[config.mk]
export PLATFORM = sky130hd
export DESIGN_NAME = oflow_core_write_sequencer
export DESIGN_NICKNAME = d
export VERILOG_FILES = /design/src/rtl/oflow_core_write_sequencer.sv
export SDC_FILE = /design/constraint.sdc
export NUM_CORES = 1
export LEC_CHECK = 0
export CAP_MARGIN = 20
export CORE_AREA = 2 2 95 97
export DETAILED_ROUTE_END_ITERATION = 8
export DIE_AREA = 0 0 97 99
export DONT_BUFFER_PORTS = 1
export GPL_TIMING_DRIVEN = 0
export PLACE_DENSITY = 0.63
export REMOVE_ABC_BUFFERS = 1
export SETUP_SLACK_MARGIN = 0.05
export SLEW_MARGIN = 20
export SYNTH_ARGS = -nofsm -noshare
export SYNTH_HDL_FRONTEND = slang
export SYNTH_SLANG_ARGS = --single-unit
[constraint.sdc]
create_clock -name clk -period 14.24 [get_ports clk]
set_clock_uncertainty 0.15 [all_clocks]
set_input_delay 1.424 -clock clk [delete_from_list [all_inputs] [get_ports clk]]
set_output_delay 1.424 -clock clk [all_outputs]
set_load 0.005 [all_outputs]
[src/rtl/oflow_core_write_sequencer.sv]
// Write-side sequencer: walks conflict-resolved results row by row and group by group,
// offering each PE group to the MEM buffer over a valid/ready handshake.
module oflow_core_write_sequencer #(
  parameter int PE_NUM        = 24,
  parameter int GROUP         = 4,
  parameter int SETTLE_CYCLES = 2,
  parameter int SET_LEN       = 8,
  parameter int ROW_LEN       = 8,
  parameter int PE_LEN        = 5,
  parameter int GRP_LEN       = ($clog2((PE_NUM + GROUP - 1) / GROUP) < 1) ? 1
                                : $clog2((PE_NUM + GROUP - 1) / GROUP)
) (
  input  logic               clk,
  input  logic               reset_N,
  input  logic               start_write,
  input  logic               abort,
  input  logic [SET_LEN-1:0] num_of_sets,
  input  logic [PE_LEN-1:0]  num_of_bbox_in_last_set,
  input  logic               beat_ready,
  output logic               beat_valid,
  output logic [ROW_LEN-1:0] row_sel,
  output logic [GRP_LEN-1:0] grp_sel,
  output logic [GROUP-1:0]   lane_mask,
  output logic               last_beat,
  output logic               busy,
  output logic               done
);

  typedef enum logic [1:0] {
    ST_IDLE   = 2'd0,
    ST_SETTLE = 2'd1,
    ST_OFFER  = 2'd2,
    ST_DONE   = 2'd3
  } state_t;

  localparam int FULL_GRPS = (PE_NUM + GROUP - 1) / GROUP;
  localparam logic [PE_LEN-1:0] PE_NUM_L = PE_LEN'(PE_NUM);
  localparam logic [3:0] SETTLE_LAST = (SETTLE_CYCLES > 0) ? 4'(SETTLE_CYCLES - 1) : 4'd0;
  // With no settle time every beat transition lands straight in OFFER.
  localparam state_t SETTLE_ENTRY = (SETTLE_CYCLES == 0) ? ST_OFFER : ST_SETTLE;

  // Returns {is_last_row, is_final_group_of_row} for the given position.
  function automatic logic [1:0] grp_flags(input logic [ROW_LEN-1:0] row,
                                           input logic [GRP_LEN-1:0] grp,
                                           input logic [SET_LEN-1:0] sets,
                                           input logic [PE_LEN-1:0]  cnt);
    int   n_grps;
    logic last_row;
    logic final_grp;
    last_row  = (int'(row) == int'(sets) - 32'sd1);
    n_grps    = last_row ? (int'(cnt) + GROUP - 32'sd1) / GROUP : FULL_GRPS;
    final_grp = (int'(grp) == n_grps - 32'sd1);
    return {last_row, final_grp};
  endfunction

  function automatic logic [GROUP-1:0] lane_bits(input logic last_row,
                                                 input logic final_grp,
                                                 input logic [PE_LEN-1:0] cnt);
    int               rem;
    logic [GROUP-1:0] mask;
    rem = last_row ? int'(cnt) % GROUP : PE_NUM % GROUP;
    if (final_grp && (rem != 32'sd0)) begin
      mask = GROUP'((32'd1 << rem) - 32'd1);
    end else begin
      mask = {GROUP{1'b1}};
    end
    return mask;
  endfunction

  state_t             state_q, state_d;
  logic [ROW_LEN-1:0] row_q, row_d;
  logic [GRP_LEN-1:0] grp_q, grp_d;
  logic [3:0]         settle_q, settle_d;
  logic [SET_LEN-1:0] sets_q, sets_d;
  logic [PE_LEN-1:0]  cnt_q, cnt_d;
  logic               beat_valid_q, beat_valid_d;
  logic [GROUP-1:0]   lane_mask_q, lane_mask_d;
  logic               last_beat_q, last_beat_d;
  logic               busy_q, busy_d;
  logic               done_q, done_d;
  logic [1:0]         cur_flags_s;
  logic [1:0]         nxt_flags_s;
  logic               in_beat_s;

  // Next-state, counter and registered-output computation.
  always_comb begin
    state_d     = state_q;
    row_d       = row_q;
    grp_d       = grp_q;
    settle_d    = settle_q;
    sets_d      = sets_q;
    cnt_d       = cnt_q;
    cur_flags_s = grp_flags(row_q, grp_q, sets_q, cnt_q);

    case (state_q)
      ST_IDLE: begin
        row_d    = {ROW_LEN{1'b0}};
        grp_d    = {GRP_LEN{1'b0}};
        settle_d = 4'd0;
        if (start_write) begin
          sets_d  = num_of_sets;
          cnt_d   = ((num_of_bbox_in_last_set == {PE_LEN{1'b0}}) ||
                     (num_of_bbox_in_last_set > PE_NUM_L)) ? PE_NUM_L : num_of_bbox_in_last_set;
          state_d = (num_of_sets == {SET_LEN{1'b0}}) ? ST_DONE : SETTLE_ENTRY;
        end else begin
          state_d = ST_IDLE;
        end
      end
      ST_SETTLE: begin
        if (settle_q == SETTLE_LAST) begin
          state_d  = ST_OFFER;
          settle_d = 4'd0;
        end else begin
          settle_d = settle_q + 4'd1;
        end
      end
      ST_OFFER: begin
        settle_d = 4'd0;
        if (beat_ready) begin
          if (cur_flags_s[1] && cur_flags_s[0]) begin
            state_d = ST_DONE;
          end else if (cur_flags_s[0]) begin
            row_d   = row_q + ROW_LEN'(1);
            grp_d   = {GRP_LEN{1'b0}};
            state_d = SETTLE_ENTRY;
          end else begin
            grp_d   = grp_q + GRP_LEN'(1);
            state_d = SETTLE_ENTRY;
          end
        end else begin
          state_d = ST_OFFER;
        end
      end
      ST_DONE: begin
        state_d = ST_IDLE;
        row_d   = {ROW_LEN{1'b0}};
        grp_d   = {GRP_LEN{1'b0}};
      end
      default: begin
        state_d = ST_IDLE;
      end
    endcase

    if (abort) begin
      state_d  = ST_IDLE;
      row_d    = {ROW_LEN{1'b0}};
      grp_d    = {GRP_LEN{1'b0}};
      settle_d = 4'd0;
    end else begin
      state_d  = state_d;
    end

    // Outputs are registered, so derive them from the position being entered.
    nxt_flags_s  = grp_flags(row_d, grp_d, sets_d, cnt_d);
    in_beat_s    = (state_d == ST_SETTLE) || (state_d == ST_OFFER);
    beat_valid_d = (state_d == ST_OFFER);
    lane_mask_d  = in_beat_s ? lane_bits(nxt_flags_s[1], nxt_flags_s[0], cnt_d)
                             : {GROUP{1'b0}};
    last_beat_d  = in_beat_s && nxt_flags_s[1] && nxt_flags_s[0];
    busy_d       = (state_d != ST_IDLE);
    done_d       = (state_d == ST_DONE);
  end

  // State, counter and output registers.
  always_ff @(posedge clk or negedge reset_N) begin
    if (!reset_N) begin
      state_q      <= ST_IDLE;
      row_q        <= {ROW_LEN{1'b0}};
      grp_q        <= {GRP_LEN{1'b0}};
      settle_q     <= 4'd0;
      sets_q       <= {SET_LEN{1'b0}};
      cnt_q        <= {PE_LEN{1'b0}};
      beat_valid_q <= 1'b0;
      lane_mask_q  <= {GROUP{1'b0}};
      last_beat_q  <= 1'b0;
      busy_q       <= 1'b0;
      done_q       <= 1'b0;
    end else begin
      state_q      <= state_d;
      row_q        <= row_d;
      grp_q        <= grp_d;
      settle_q     <= settle_d;
      sets_q       <= sets_d;
      cnt_q        <= cnt_d;
      beat_valid_q <= beat_valid_d;
      lane_mask_q  <= lane_mask_d;
      last_beat_q  <= last_beat_d;
      busy_q       <= busy_d;
      done_q       <= done_d;
    end
  end

  assign beat_valid = beat_valid_q;
  assign row_sel    = row_q;
  assign grp_sel    = grp_q;
  assign lane_mask  = lane_mask_q;
  assign last_beat  = last_beat_q;
  assign busy       = busy_q;
  assign done       = done_q;

endmodule

Word-level counts from Yosys, hierarchy flattened
Cells that the tools add are included.

word-level totals
  bits in registers = 38
  bits of input ports = 18
  output and inout bits = 19
  logic and storage cells = 86

operators by class
  add/subtract/negate cells = 14
  $lt $le $gt $ge = 1
  equal/unequal tests = 11
  shift operators = 1
  muxes and demuxes = 30
  bitwise gates (word level) = 2
  reductions and logical operators = 16

operators by type and width
  operator                                                              number
  32-bit by 1-bit adder with 32-bit output                              2
  4-bit by 32-bit == test with 1-bit output                             2
  32-bit 2-to-1 mux                                                     2
  32-bit by 2-bit subtractor with 32-bit output, second input constant  2
  8-bit 2-to-1 mux                                                      6
  32-bit nonzero test                                                   1
  9-bit == test                                                         2
  8-bit by 1-bit subtractor with 9-bit output, second input constant    2
  4-bit 2-to-1 mux                                                      4
  8-bit one-hot mux with 2 select lines                                 1
  5-bit 2-to-1 mux                                                      3
  2-bit 2-to-1 mux                                                      7
  6-bit by 1-bit subtractor with 7-bit output, second input constant    2
  5-bit by 3-bit adder with 6-bit output, second input constant         2
  3-bit 2-to-1 mux                                                      4
  8-bit by 1-bit adder with 8-bit output, second input constant         1
  2-bit == test, second input constant                                  4
  8-bit logical NOT                                                     1
  2-bit one-hot mux with 4 select lines                                 1
  4-bit one-hot mux with 2 select lines                                 1
  2-bit OR reduction                                                    4
  3-bit one-hot mux with 2 select lines                                 1
  5-bit > comparator, second input constant                             1
  5-bit logical NOT                                                     1
  12 further kinds                                                      18

Longest topological paths before layout
  depth after elaboration = 20
  gate-level depth with buffers = 26
  depth with buffers taken out = 25

Worst setup path after synthesis
OpenSTA, ideal clock, no wires.

  path type = input to register
  start = input start_write
  end = register last_beat_q (netlist: last_beat)
  setup time = 120 ps
  arrival time = 6169 ps
  required time = 13970 ps
  path slack = 7801 ps
  stages on the path = 23
  buffers on the path = 3
  cells stage by stage = nor3b_1 clkbuf_1 clkbuf_1 nor2_1 a21oi_1 ha_1 nor3b_1 xnor2_1 mux2i_2 and2_1 or3b_1 a221oi_1 nand4_1 and4bb_1 nand4_1 or2_2 ha_1 clkbuf_2 and2_1 and3_1 o21bai_1 o2111ai_2 and3_1

on the way
  cells in the longest elaborated chain, start to end = 11
  elaborated cells between the ends (all ways) = 22
  those cells by class = 5 x add/sub; 4 x eq/ne; 8 x mux; 1 x bitwise; 4 x reduce/logical

RTL lines
  element                                                    line  text
  from (decl)                                                15    input logic start_write,
  5-bit 2-to-1 mux                                           100   if (start_write) begin
  5-bit 2-to-1 mux                                           95    case (state_q)
  5-bit by 3-bit adder with 6-bit output                     51    n_grps = last_row ? (int'(cnt) + GROUP - 32'sd1) / GROUP : FULL_GRPS;
  6-bit by 1-bit subtractor with 7-bit output                51
  2-bit OR reduction (no source line)                        --
  1-bit bitwise AND (no source line)                         --
  32-bit by 1-bit adder with 32-bit output (no source line)  --
  32-bit 2-to-1 mux                                          51
  32-bit by 2-bit subtractor with 32-bit output              52    final_grp = (int'(grp) == n_grps - 32'sd1);
  4-bit by 32-bit == test with 1-bit output                  52
  1-bit logical AND (*)                                      159   last_beat_d = in_beat_s && nxt_flags_s[1] && nxt_flags_s[0];
  named net last_beat_d                                      78    logic last_beat_q, last_beat_d;
  to (signal assigned)                                       187   last_beat_q <= last_beat_d;
  to (decl)                                                  78

The timed path passes the listed nets; every way through them passes the cells marked *.
A chain may end at the register's enable or synchronous reset.

Final worst setup path
  start = input start_write
  end = register lane_mask_q[1] (netlist: lane_mask[1])

on the way
  cells in the longest elaborated chain, start to end = 13
  elaborated cells between the ends (all ways) = 27
  those cells by class = 6 x add/sub; 4 x eq/ne; 1 x shift; 11 x mux; 1 x bitwise; 4 x reduce/logical

RTL lines
  element                                                    line  text
  5-bit 2-to-1 mux                                           100
  5-bit 2-to-1 mux                                           95
  5-bit by 3-bit adder with 6-bit output                     51
  6-bit by 1-bit subtractor with 7-bit output                51
  2-bit OR reduction (no source line)                        --
  1-bit bitwise AND (no source line)                         --
  32-bit by 1-bit adder with 32-bit output (no source line)  --
  32-bit 2-to-1 mux                                          51
  32-bit by 2-bit subtractor with 32-bit output              52
  4-bit by 32-bit == test with 1-bit output                  52
  1-bit logical AND                                          62    if (final_grp && (rem != 32'sd0)) begin
  4-bit 2-to-1 mux                                           62
  4-bit 2-to-1 mux (*)                                       157   lane_mask_d = in_beat_s ? lane_bits(nxt_flags_s[1], nxt_flags_s[0], cnt_d)
  named net lane_mask_d[1]                                   77    logic [GROUP-1:0] lane_mask_q, lane_mask_d;
  to (signal assigned)                                       174   lane_mask_q <= {GROUP{1'b0}};
  to (signal assigned)                                       186   lane_mask_q <= lane_mask_d;
  to (decl)                                                  77

Marked as above.

==> results.ini <==
[synthesis]
yosysSeqAreaShare = 0.2860
synth.area.top_cells = dfrtp_1 29%, ha_1 4.9%, nand2_1 4.7%, nor2_1 4.1%, xnor2_1 3.7%
syn_avg_cell_area_um2 = 8.128
synth_top_area_frac = 0.2860
synth_edf_count = 0
syn_area_um2 = 3324
async_flop_share = 1.000
yosysTopAreaCell = dfrtp_1
syn_inst = 409
yosys_warnings = 0
ys.flop_type = dfrtp_1
synth_cell_types = 71
ys_seq_elements = 38

[detailed_routing]
drtIter0Drc = 164
drc_errors = 0
post_drt_via_cell_ratio = 5.865
via_count = 2956
wl_per_cell_um = 16.30
drtAntennaViolNets = 0
wirelength_um = 8215
first_pass_iters = 4

[global_routing]
grt_usage = 0.1779
grt_pass1_wl_um = 14040
antenna_found_initial = 0
grt_pass1_vias = 2830
grt.overflow.total = 0
grt_max_degree = 39

[cts]
ctsHoldBuffers = 0
root_buffer = clkbuf_8
clkLatencyLatePin_ps = 300
clk_path_buf_depth = 2
htreeDepth = 2
post_cts_buffers = 0
path_clk_slew_ps = 90
clock_sinks = 38
cts_tree = built
ctsResizeCount = 0
cts_buffers = 5

[min_path]
hold_path_depth = 1
holdCritStartpoint = settle_q[3]
hold_end = settle_q[3]
hold_path.class = reg -> reg

[status]
status = complete, no violations

[timing]
slew_violations = 0
setup_viol = 0
tightest_slew_ps = 1015
relSlewSlack = 0.3206
layout_setup_ws_ps = 7506
fmax_ghz = 0.1485
fin_setup_tns_ps = 0
rsz0062_at_grt = false
period_share = 0.4729
hold_violations = 0
post-route-min-period_ps = 6734
holdWs_ps = 343.9

[critical_path]
path_cells = nor3b_2 -> mux2i_1 -> ha_1 -> nor3b_1 -> xnor2_1 -> mux2i_2 -> nor3_1 -> or3b_1 -> a221oi_1 -> nand4_1 -> and4bb_1 -> nand4_1 -> or2_2 -> ha_1 -> and2_1 -> and3_1 -> o21bai_1 -> o2111ai_2 -> a41oi_1
regToRegEndpoint = lane_mask[1]
worst-r2r-cell-count = 24
crit_type = in -> reg
crit_required_ps = 14310
ff2ff_setup_slack_ps = 7710
cp-start-kind = primary input
cp_max_fo = 9
end_kind = flip-flop
slowest_stage = mux2i_1
cp_slowest_stage_delay_ps = 620
r2r-start = sets_q[0]
worst-endpoint-arrival_ps = 6800

[pwr]
p_leak_nw = 1.494
ir_drop_mv = 0.04375
power.density_nw_per_um2 = 97.44

[floorplanning]
die_w_um = 97
dieHeight_um = 99
io_pins = 37
die_area_um2 = 9603
fp-row-count = 34
initial_core_util = 0.3888
core_um2 = 8551

[final_layout]
syn_to_final_growth_pct = 5.344
insertedDiodeCount = 0
drive_above_1_share = 0.07828
fill_cells = 839
layout_common_cells = 42 x nand2_1, 38 x dfrtp_1, 36 x nor2_1
layout_commonest_cell = nand2_1
final_core_util = 0.4096
fin_nets = 426

[placed_design]
place_ws_ps = 7227
place.port_buffers = 0
place_congestion = 0.8754
dpl.hpwl_um = 6098

[flow_run]
drv_cap = 0

[power by group]
| part | internal, mW | switching (mW) |
|---|---|---|
| combinational | 0.0384 | 0.0576 |
| sequential | 0.116 | 0.0134 |
| clock | 0.0703 | 0.0459 |
[logic make-up after synthesis]
group,share of synthesized area
compound gates,0.1874
xor+xnor,0.07377
fa+ha+maj,0.04893
buf+inv,0.05947
flops,0.2860
mux,0.04366
simple gates,0.3007
[flip-flops by register name, summed over array words and instances (netlist names), 2 cells and up]
register and flops:
row_sel 8, cnt_q 5, settle_q 4, state_q 2
sets_q 8, grp_sel 3, lane_mask 4
[worst max-delay path: cells and delay by family]
kind                       cells  cell delay, ps
and+or+nand+nor               10            2690
muxes                          2             960
AOI/OAI and AO/OA              4             910
adders and majority gates      2             690
xor gates and xnor gates       1             130
[synthesized netlist by cell type (all sizes together) (2+ instances only)]
cell / count
o22ai: 5
a211oi: 2
a21oi: 19
ha: 13
or3b: 3
nor3b: 7
o2111ai: 3
nand4: 5
a21o: 4
nor2: 36
nand3b: 3
or2: 9
o221ai: 2
inv: 22
o21ai: 19
a31o: 2
nand3: 13
a211o: 2
clkbuf: 13
o31ai: 3
nor3: 14
nand2: 42
a31oi: 5
nand4b: 2
or3: 9
nor4: 8
buf: 10
o21bai: 3
xnor2: 14
o211ai: 4
or4: 2
and3: 9
o21a: 3
xor2: 14
and2: 6
nor2b: 4
nand2b: 5
dfrtp: 38
mux2i: 13
a2111oi: 3
[per-stage QoR]
step | instances | instance area (µm²) | total power, mW
detailed placement | 496 | 3364 | 0.2255
CTS | 504 | 3502 | 0.3427
global placement | 494 | 3344 | 0.2234
floorplan | 386 | 3209 | 0.2044
finish | 504 | 3502 | 0.3412
global route | 504 | 3502 | 0.3620
[worst max-delay path by stage]
stage	startpoint	endpoint	cells past startpoint
CTS	start_write	lane_mask[1]	19
finish	start_write	lane_mask[1]	19
global route	start_write	lane_mask[1]	19
floorplan	start_write	last_beat	19
detailed placement	start_write	lane_mask[1]	19
global placement	start_write	lane_mask[1]	19
[layer usage]
| layer | GRT usage | routed length, µm | up-vias |
|---|---|---|---|
| met5 | 0 | 0 | - |
| met4 | 0.04334 | 132 | 0 |
| met3 | 0.05248 | 487 | 10 |
| met2 | 0.2917 | 3873 | 71 |
| met1 | 0.2320 | 3721 | 1439 |
| li1 | - | - | 1436 |
[layout make-up]
type / count / area [µm²] / area share
clock buffers: 5 / 68.82 / 0.01965
clock inverters: 3 / 68.82 / 0.01965
inverters: 22 / 82.58 / 0.02358
multi-input cells: 326 / 2181 / 0.6227
flip-flops and latches: 38 / 950.9 / 0.2715
well taps: 108 / 135.1 / 0.03859
repair buffers: 2 / 15.01 / 0.004287
(Power assumes the default switching activity.)
